==> src/rtl/mips_fetch_if.sv <==
// Fetch-stage bundle: decode-side control, program-load port and IF/ID outputs.
// master drives stall/branch/load and observes the stage; slave is the stage itself.
interface mips_fetch_if #(
    parameter int unsigned NUM_INSTRUCTIONS = 32
);
    localparam int unsigned AW = $clog2(NUM_INSTRUCTIONS);

    logic          STALL_pi;
    logic          BRANCH_TAKEN_pi;
    logic [31:0]   BRANCH_TARGET_pi;
    logic          IMEM_WE_pi;
    logic [AW-1:0] IMEM_WADDR_pi;
    logic [31:0]   IMEM_WDATA_pi;
    logic [31:0]   PC_po;
    logic [31:0]   IFID_INSTR_po;
    logic [31:0]   IFID_PC4_po;
    logic          IFID_VALID_po;
    logic          HALT_po;

    modport master (
        output STALL_pi, BRANCH_TAKEN_pi, BRANCH_TARGET_pi,
        output IMEM_WE_pi, IMEM_WADDR_pi, IMEM_WDATA_pi,
        input  PC_po, IFID_INSTR_po, IFID_PC4_po, IFID_VALID_po, HALT_po
    );

    modport slave (
        input  STALL_pi, BRANCH_TAKEN_pi, BRANCH_TARGET_pi,
        input  IMEM_WE_pi, IMEM_WADDR_pi, IMEM_WDATA_pi,
        output PC_po, IFID_INSTR_po, IFID_PC4_po, IFID_VALID_po, HALT_po
    );
endinterface

==> src/rtl/mips_fetch_stage.sv <==
// MIPS instruction fetch: PC, instruction memory and the IF/ID register.
// Sticky halt once the PC walks past the loaded program.
module mips_fetch_stage #(
    parameter int unsigned NUM_INSTRUCTIONS = 32,
    parameter logic [31:0] RESET_PC         = 32'h0000_0000
) (
    input logic        CLK_pi,
    input logic        CPU_RESET_pi,
    mips_fetch_if.slave fetch
);
    localparam int unsigned AW = $clog2(NUM_INSTRUCTIONS);

    logic [31:0] mem [NUM_INSTRUCTIONS];

    logic [31:0] pc_q, pc_d;
    logic [31:0] instr_q, instr_d;
    logic [31:0] pc4_q, pc4_d;
    logic        valid_q, valid_d;
    logic        halt_q, halt_d;

    logic        in_range;
    logic [31:0] fetch_word;

    assign in_range   = {2'b00, pc_q[31:2]} < 32'(NUM_INSTRUCTIONS);
    assign fetch_word = in_range ? mem[pc_q[AW+1:2]] : 32'h0;

    // Program load is independent of reset/halt; the read above sees the pre-edge word.
    always_ff @(posedge CLK_pi) begin
        if (fetch.IMEM_WE_pi && (32'(fetch.IMEM_WADDR_pi) < NUM_INSTRUCTIONS)) begin
            mem[fetch.IMEM_WADDR_pi] <= fetch.IMEM_WDATA_pi;
        end
    end

    always_comb begin
        pc_d    = pc_q;
        instr_d = instr_q;
        pc4_d   = pc4_q;
        valid_d = valid_q;
        halt_d  = halt_q;
        if (!halt_q) begin
            if (fetch.BRANCH_TAKEN_pi) begin
                pc_d    = {fetch.BRANCH_TARGET_pi[31:2], 2'b00};
                instr_d = 32'h0;
                pc4_d   = 32'h0;
                valid_d = 1'b0;
            end else if (!fetch.STALL_pi) begin
                if (in_range) begin
                    instr_d = fetch_word;
                    pc4_d   = pc_q + 32'd4;
                    valid_d = 1'b1;
                    pc_d    = pc_q + 32'd4;
                end else begin
                    instr_d = 32'h0;
                    pc4_d   = 32'h0;
                    valid_d = 1'b0;
                    halt_d  = 1'b1;
                end
            end
        end
    end

    always_ff @(posedge CLK_pi) begin
        if (CPU_RESET_pi) begin
            pc_q    <= RESET_PC;
            instr_q <= 32'h0;
            pc4_q   <= 32'h0;
            valid_q <= 1'b0;
            halt_q  <= 1'b0;
        end else begin
            pc_q    <= pc_d;
            instr_q <= instr_d;
            pc4_q   <= pc4_d;
            valid_q <= valid_d;
            halt_q  <= halt_d;
        end
    end

    assign fetch.PC_po         = pc_q;
    assign fetch.IFID_INSTR_po = instr_q;
    assign fetch.IFID_PC4_po   = pc4_q;
    assign fetch.IFID_VALID_po = valid_q;
    assign fetch.HALT_po       = halt_q;
endmodule

==> src/flat_wrapper.sv <==
// flat-port wrapper written by rule: the top's interface ports become plain ports
module mips_fetch_stage_flat 
#(
    parameter int unsigned NUM_INSTRUCTIONS = 32,
    parameter logic [31:0] RESET_PC         = 32'h0000_0000
)
  (CLK_pi, CPU_RESET_pi, fetch_STALL_pi, fetch_BRANCH_TAKEN_pi, fetch_BRANCH_TARGET_pi, fetch_IMEM_WE_pi, fetch_IMEM_WADDR_pi, fetch_IMEM_WDATA_pi, fetch_PC_po, fetch_IFID_INSTR_po, fetch_IFID_PC4_po, fetch_IFID_VALID_po, fetch_HALT_po);
  mips_fetch_if #(.NUM_INSTRUCTIONS(NUM_INSTRUCTIONS)) fetch_i ();
  input logic CLK_pi;
  input logic CPU_RESET_pi;
  input wire logic [$bits(fetch_i.STALL_pi)-1:0] fetch_STALL_pi;
  input wire logic [$bits(fetch_i.BRANCH_TAKEN_pi)-1:0] fetch_BRANCH_TAKEN_pi;
  input wire logic [$bits(fetch_i.BRANCH_TARGET_pi)-1:0] fetch_BRANCH_TARGET_pi;
  input wire logic [$bits(fetch_i.IMEM_WE_pi)-1:0] fetch_IMEM_WE_pi;
  input wire logic [$bits(fetch_i.IMEM_WADDR_pi)-1:0] fetch_IMEM_WADDR_pi;
  input wire logic [$bits(fetch_i.IMEM_WDATA_pi)-1:0] fetch_IMEM_WDATA_pi;
  output wire logic [$bits(fetch_i.PC_po)-1:0] fetch_PC_po;
  output wire logic [$bits(fetch_i.IFID_INSTR_po)-1:0] fetch_IFID_INSTR_po;
  output wire logic [$bits(fetch_i.IFID_PC4_po)-1:0] fetch_IFID_PC4_po;
  output wire logic [$bits(fetch_i.IFID_VALID_po)-1:0] fetch_IFID_VALID_po;
  output wire logic [$bits(fetch_i.HALT_po)-1:0] fetch_HALT_po;
  assign fetch_i.STALL_pi = fetch_STALL_pi;
  assign fetch_i.BRANCH_TAKEN_pi = fetch_BRANCH_TAKEN_pi;
  assign fetch_i.BRANCH_TARGET_pi = fetch_BRANCH_TARGET_pi;
  assign fetch_i.IMEM_WE_pi = fetch_IMEM_WE_pi;
  assign fetch_i.IMEM_WADDR_pi = fetch_IMEM_WADDR_pi;
  assign fetch_i.IMEM_WDATA_pi = fetch_IMEM_WDATA_pi;
  assign fetch_PC_po = fetch_i.PC_po;
  assign fetch_IFID_INSTR_po = fetch_i.IFID_INSTR_po;
  assign fetch_IFID_PC4_po = fetch_i.IFID_PC4_po;
  assign fetch_IFID_VALID_po = fetch_i.IFID_VALID_po;
  assign fetch_HALT_po = fetch_i.HALT_po;
  mips_fetch_stage #(.NUM_INSTRUCTIONS(NUM_INSTRUCTIONS), .RESET_PC(RESET_PC)) u_core (.CLK_pi(CLK_pi), .CPU_RESET_pi(CPU_RESET_pi), .fetch(fetch_i));
endmodule
==> config.mk <==
export PLATFORM = sky130hd
export DESIGN_NAME = mips_fetch_stage_flat
export DESIGN_NICKNAME = d
export VERILOG_FILES = /design/src/rtl/mips_fetch_if.sv /design/src/rtl/mips_fetch_stage.sv /design/src/flat_wrapper.sv
export SDC_FILE = /design/constraint.sdc
export NUM_CORES = 1
export LEC_CHECK = 0
export BUFFER_PORTS_ARGS = -buffer_cell sky130_fd_sc_hd__buf_2
export CORE_MARGIN = 4
export CORE_UTILIZATION = 65
export DETAILED_ROUTE_END_ITERATION = 10
export PLACE_DENSITY = 0.83
export SLEW_MARGIN = 15
export SYNTH_ARGS = -nofsm -noshare
export SYNTH_HDL_FRONTEND = slang
export SYNTH_SLANG_ARGS = --single-unit
export TNS_END_PERCENT = 50
==> constraint.sdc <==
create_clock -name CLK_pi -period 6.5 [get_ports CLK_pi]
set_clock_uncertainty 0.1 [all_clocks]
set_input_delay 1.3 -clock CLK_pi [delete_from_list [all_inputs] [get_ports CLK_pi]]
set_output_delay 1.3 -clock CLK_pi [all_outputs]
set_load 0.005 [all_outputs]
==> reports/qor.tcl <==
set qor(antenna_violations_before_repair) 4
set qor(drt_iter0_drc) 3226
set qor(cts_setup_buffers) 0
set qor(die_area_mm2) 0.0713
set qor(top_area_cells_in_the_synthesized_netlist) {sky130_fd_sc_hd__edfxtp_1 71%, sky130_fd_sc_hd__mux4_2 6.6%, sky130_fd_sc_hd__dfxtp_1 4.6%, sky130_fd_sc_hd__mux2_2 4.6%, sky130_fd_sc_hd__mux2i_1 1.9%}
set qor(overflow) 0
set qor(hpwlAfterDp_um) 55500
set qor(start_util) 0.660
set qor(drt.antenna.violating_nets) 0
set qor(synth_enable_flop_cells) 1024
set qor(mappedNetlistArea_mm2) 0.0436
set qor(drtPass1Iterations) 6
set qor(tightestPinTransition_ns) 1.26
set qor(routed_wirelength_um) 105000
set qor(routabilityCongestion) 0.818
set qor(most_common_cell_after_layout_fill_and_taps_aside) {sky130_fd_sc_hd__edfxtp_1}
set qor(period_share) 0.538
set qor(netlist.top_cell.by_area) {sky130_fd_sc_hd__edfxtp_1}
set qor(synth_top_area_frac) 0.705
set qor(pin_count_of_the_biggest_net_entering_global_routing) 111
set qor(clk-insertion-delay-late_ns) 0.68
set qor(type_of_the_worst_setup_path) {reg -> reg}
set qor(layout_min_cycle_time_ns) 3.50
set qor(cts-buffers-inserted) 108
set qor(synth_async_sr_flop_share) 0
set qor(grt_setup_unrepaired) {no}
set qor(first_pass_grt_wire_length_um) 156000
set qor(dominantRegCellSynth) {sky130_fd_sc_hd__edfxtp_1}
set qor(horizontal_die_dimension_um) 267
set qor(cts_tree) {yes}
set qor(hold_ws_ns) 0.354
set qor(netlist-cell-type-count) 59
set qor(drt-vias-per-instance) 6.92
set qor(timing.setup.tns_ns) 0
set qor(finalSetupViolCount) 0
set qor(die_height_um) 267
set qor(drc) 0
set qor(number_of_nets_at_the_end_of_the_flow) 2607
set qor(first_global_vias) 24700
set qor(netlist_instances) 2358
set qor(setup.worst_path.start_class) {flip-flop}
set qor(clock-sinks) 1124
set qor(place.port_buffers) 167
set qor(synth_warnings) 0
set qor(postSynthAreaPerCell_um2) 18.5
set qor(global_route.usage.total) 0.295
set qor(io_pins) 172
set qor(max_freq_ghz) 0.286
set qor(critPathMaxFanout) 43
set qor(power.static_leakage_nw) 15.9
set qor(route.vias.total) 24200
set qor(clk_root_buffer_cell) {sky130_fd_sc_hd__clkbuf_16}
set qor(hold_violations) 0
set qor(timing.max_slew.rel_slack) 0.155
set qor(wl_per_cell_um) 30.1
set qor(drive_above_1_share) 0.295
set qor(cell_pwr_density_mw_per_mm2) 320
set qor(final_cell_mix) {1024 x sky130_fd_sc_hd__edfxtp_1, 177 x sky130_fd_sc_hd__mux2_2, 167 x sky130_fd_sc_hd__buf_2}
set qor(clock_tree.buffer_depth) 3
set qor(syn_to_final_growth_pct) 12.9
set qor(ctsHoldBuffers) 0
set qor(utilization) 0.745
set qor(cp.arrival_ns) 3.93
set qor(synth_seq_area_share) 0.751
set qor(slew_violations) 0
set qor(post_cts_resize_count) 0
set qor(required_ns) 6.93
set qor(ctsHtreeMaxLevel) 3
set qor(vdd.ir_drop.worst_v) 0.000380
set qor(outcome) {finished, final reports clean}
set qor(core-area_mm2) 0.0661
set qor(standard_cell_row_count) 94
set qor(ys_seq_elements) 1124
set qor(drv_cap) 0
set qor(timing.critical_path.to_type) {flip-flop}
set qor(clk_pin_slew_ns) 0.07
set qor(hold_crit_path_type) {reg -> reg}
Yosys cell counts, drive strengths merged, types with 3 or more instances:
library cell	count
inv	4
mux2	177
a21oi	40
clkbuf	67
a21o	5
or3	3
dfxtp	100
o22ai	70
and2	29
nand2b	6
and3	3
o31ai	4
mux2i	84
o21a	6
mux4	128
a22oi	6
nor2b	30
nor2	62
o211ai	32
a31oi	49
or3b	3
edfxtp	1024
nand3b	6
o21ai	59
nand2	89
a221oi	23
nand3	35
o221ai	9
o22a	23
nor4	5
nand4	32
a32oi	3
a211o	29
buf	89
o32ai	3
worst paths after layout:
kind,startpoint,to,slack [ns],cells after the start
min,u_core.fetch.IFID_PC4_po[25],u_core.fetch.IFID_PC4_po[25],0.35,1
max,flip-flop,u_core.fetch.IFID_INSTR_po[10],3.00,6
min reg2reg,u_core.fetch.IFID_PC4_po[25],u_core.fetch.IFID_PC4_po[25],0.35,1
max reg2reg,flip-flop,u_core.fetch.IFID_INSTR_po[10],3.00,6
cell families after synthesis:
group,share of synthesized area
AO/OA/AOI/OAI,0.0603
AND/OR/NAND/NOR,0.0358
adder cells (fa/ha/maj),0.000287
XOR/XNOR,0.000803
flip-flops,0.751
multiplexers,0.131
other,0.0000860
buffers and inverters,0.0206
layout make-up:
class                      instances  area (um^2)
sequential                      1124        32800
clock buffer                     134         2890
multi-input combinational       1075        10200
antenna                            1         2.50
inverter                           4         15.0
timing repair buffer             219         1300
tap                              864         1080
fill                            3525        16900
clock inverter                    71          936
report_power, final:
part | switching (mW) | internal (mW)
registers | 0.0799 | 7.98
clock network | 2.70 | 3.97
logic | 0.623 | 0.414
total | 3.40 | 12.4
layer usage:
layer,part of all wire,routed length (um),up-vias,GRT usage
li1,-,-,9910,-
met1,0.37,38500,12300,0.406
met2,0.50,52000,1709,0.485
met3,0.10,11000,242,0.0580
met4,0.032,3390,4,0.100
met5,0.00030,31,-,0
flip-flops by register name (all words and copies together) (netlist names), named ones only:
| name | count |
|---|---|
| u_core.fetch.HALT_po | 1 |
| u_core.fetch.IFID_INSTR_po | 32 |
| u_core.fetch.IFID_PC4_po | 31 |
| u_core.fetch.IFID_VALID_po | 1 |
| u_core.fetch.PC_po | 30 |
| u_core.mem | 1024 |
through the flow:
step	area, um^2	instances	setup slack (ns)	power (mW)
floorplan	43600	2359	2.67	8.89
global placement	45300	3284	2.65	9.16
detailed placement	45300	3284	2.52	9.22
CTS	49200	3489	3.00	15.8
global route	49200	3492	2.85	16.2
finish	49200	3492	3.00	15.8
worst max-delay path, stage by stage, from the launching register on:
cell,delay [ns]
sky130_fd_sc_hd__dfxtp_4,0.84
sky130_fd_sc_hd__buf_4,0.51
sky130_fd_sc_hd__or2_2,0.91
sky130_fd_sc_hd__o22a_1,0.31
sky130_fd_sc_hd__nand2_1,0.07
sky130_fd_sc_hd__a31oi_1,0.47
sky130_fd_sc_hd__o211ai_2,0.11
Note: power is estimated with default switching activity, not from simulation.
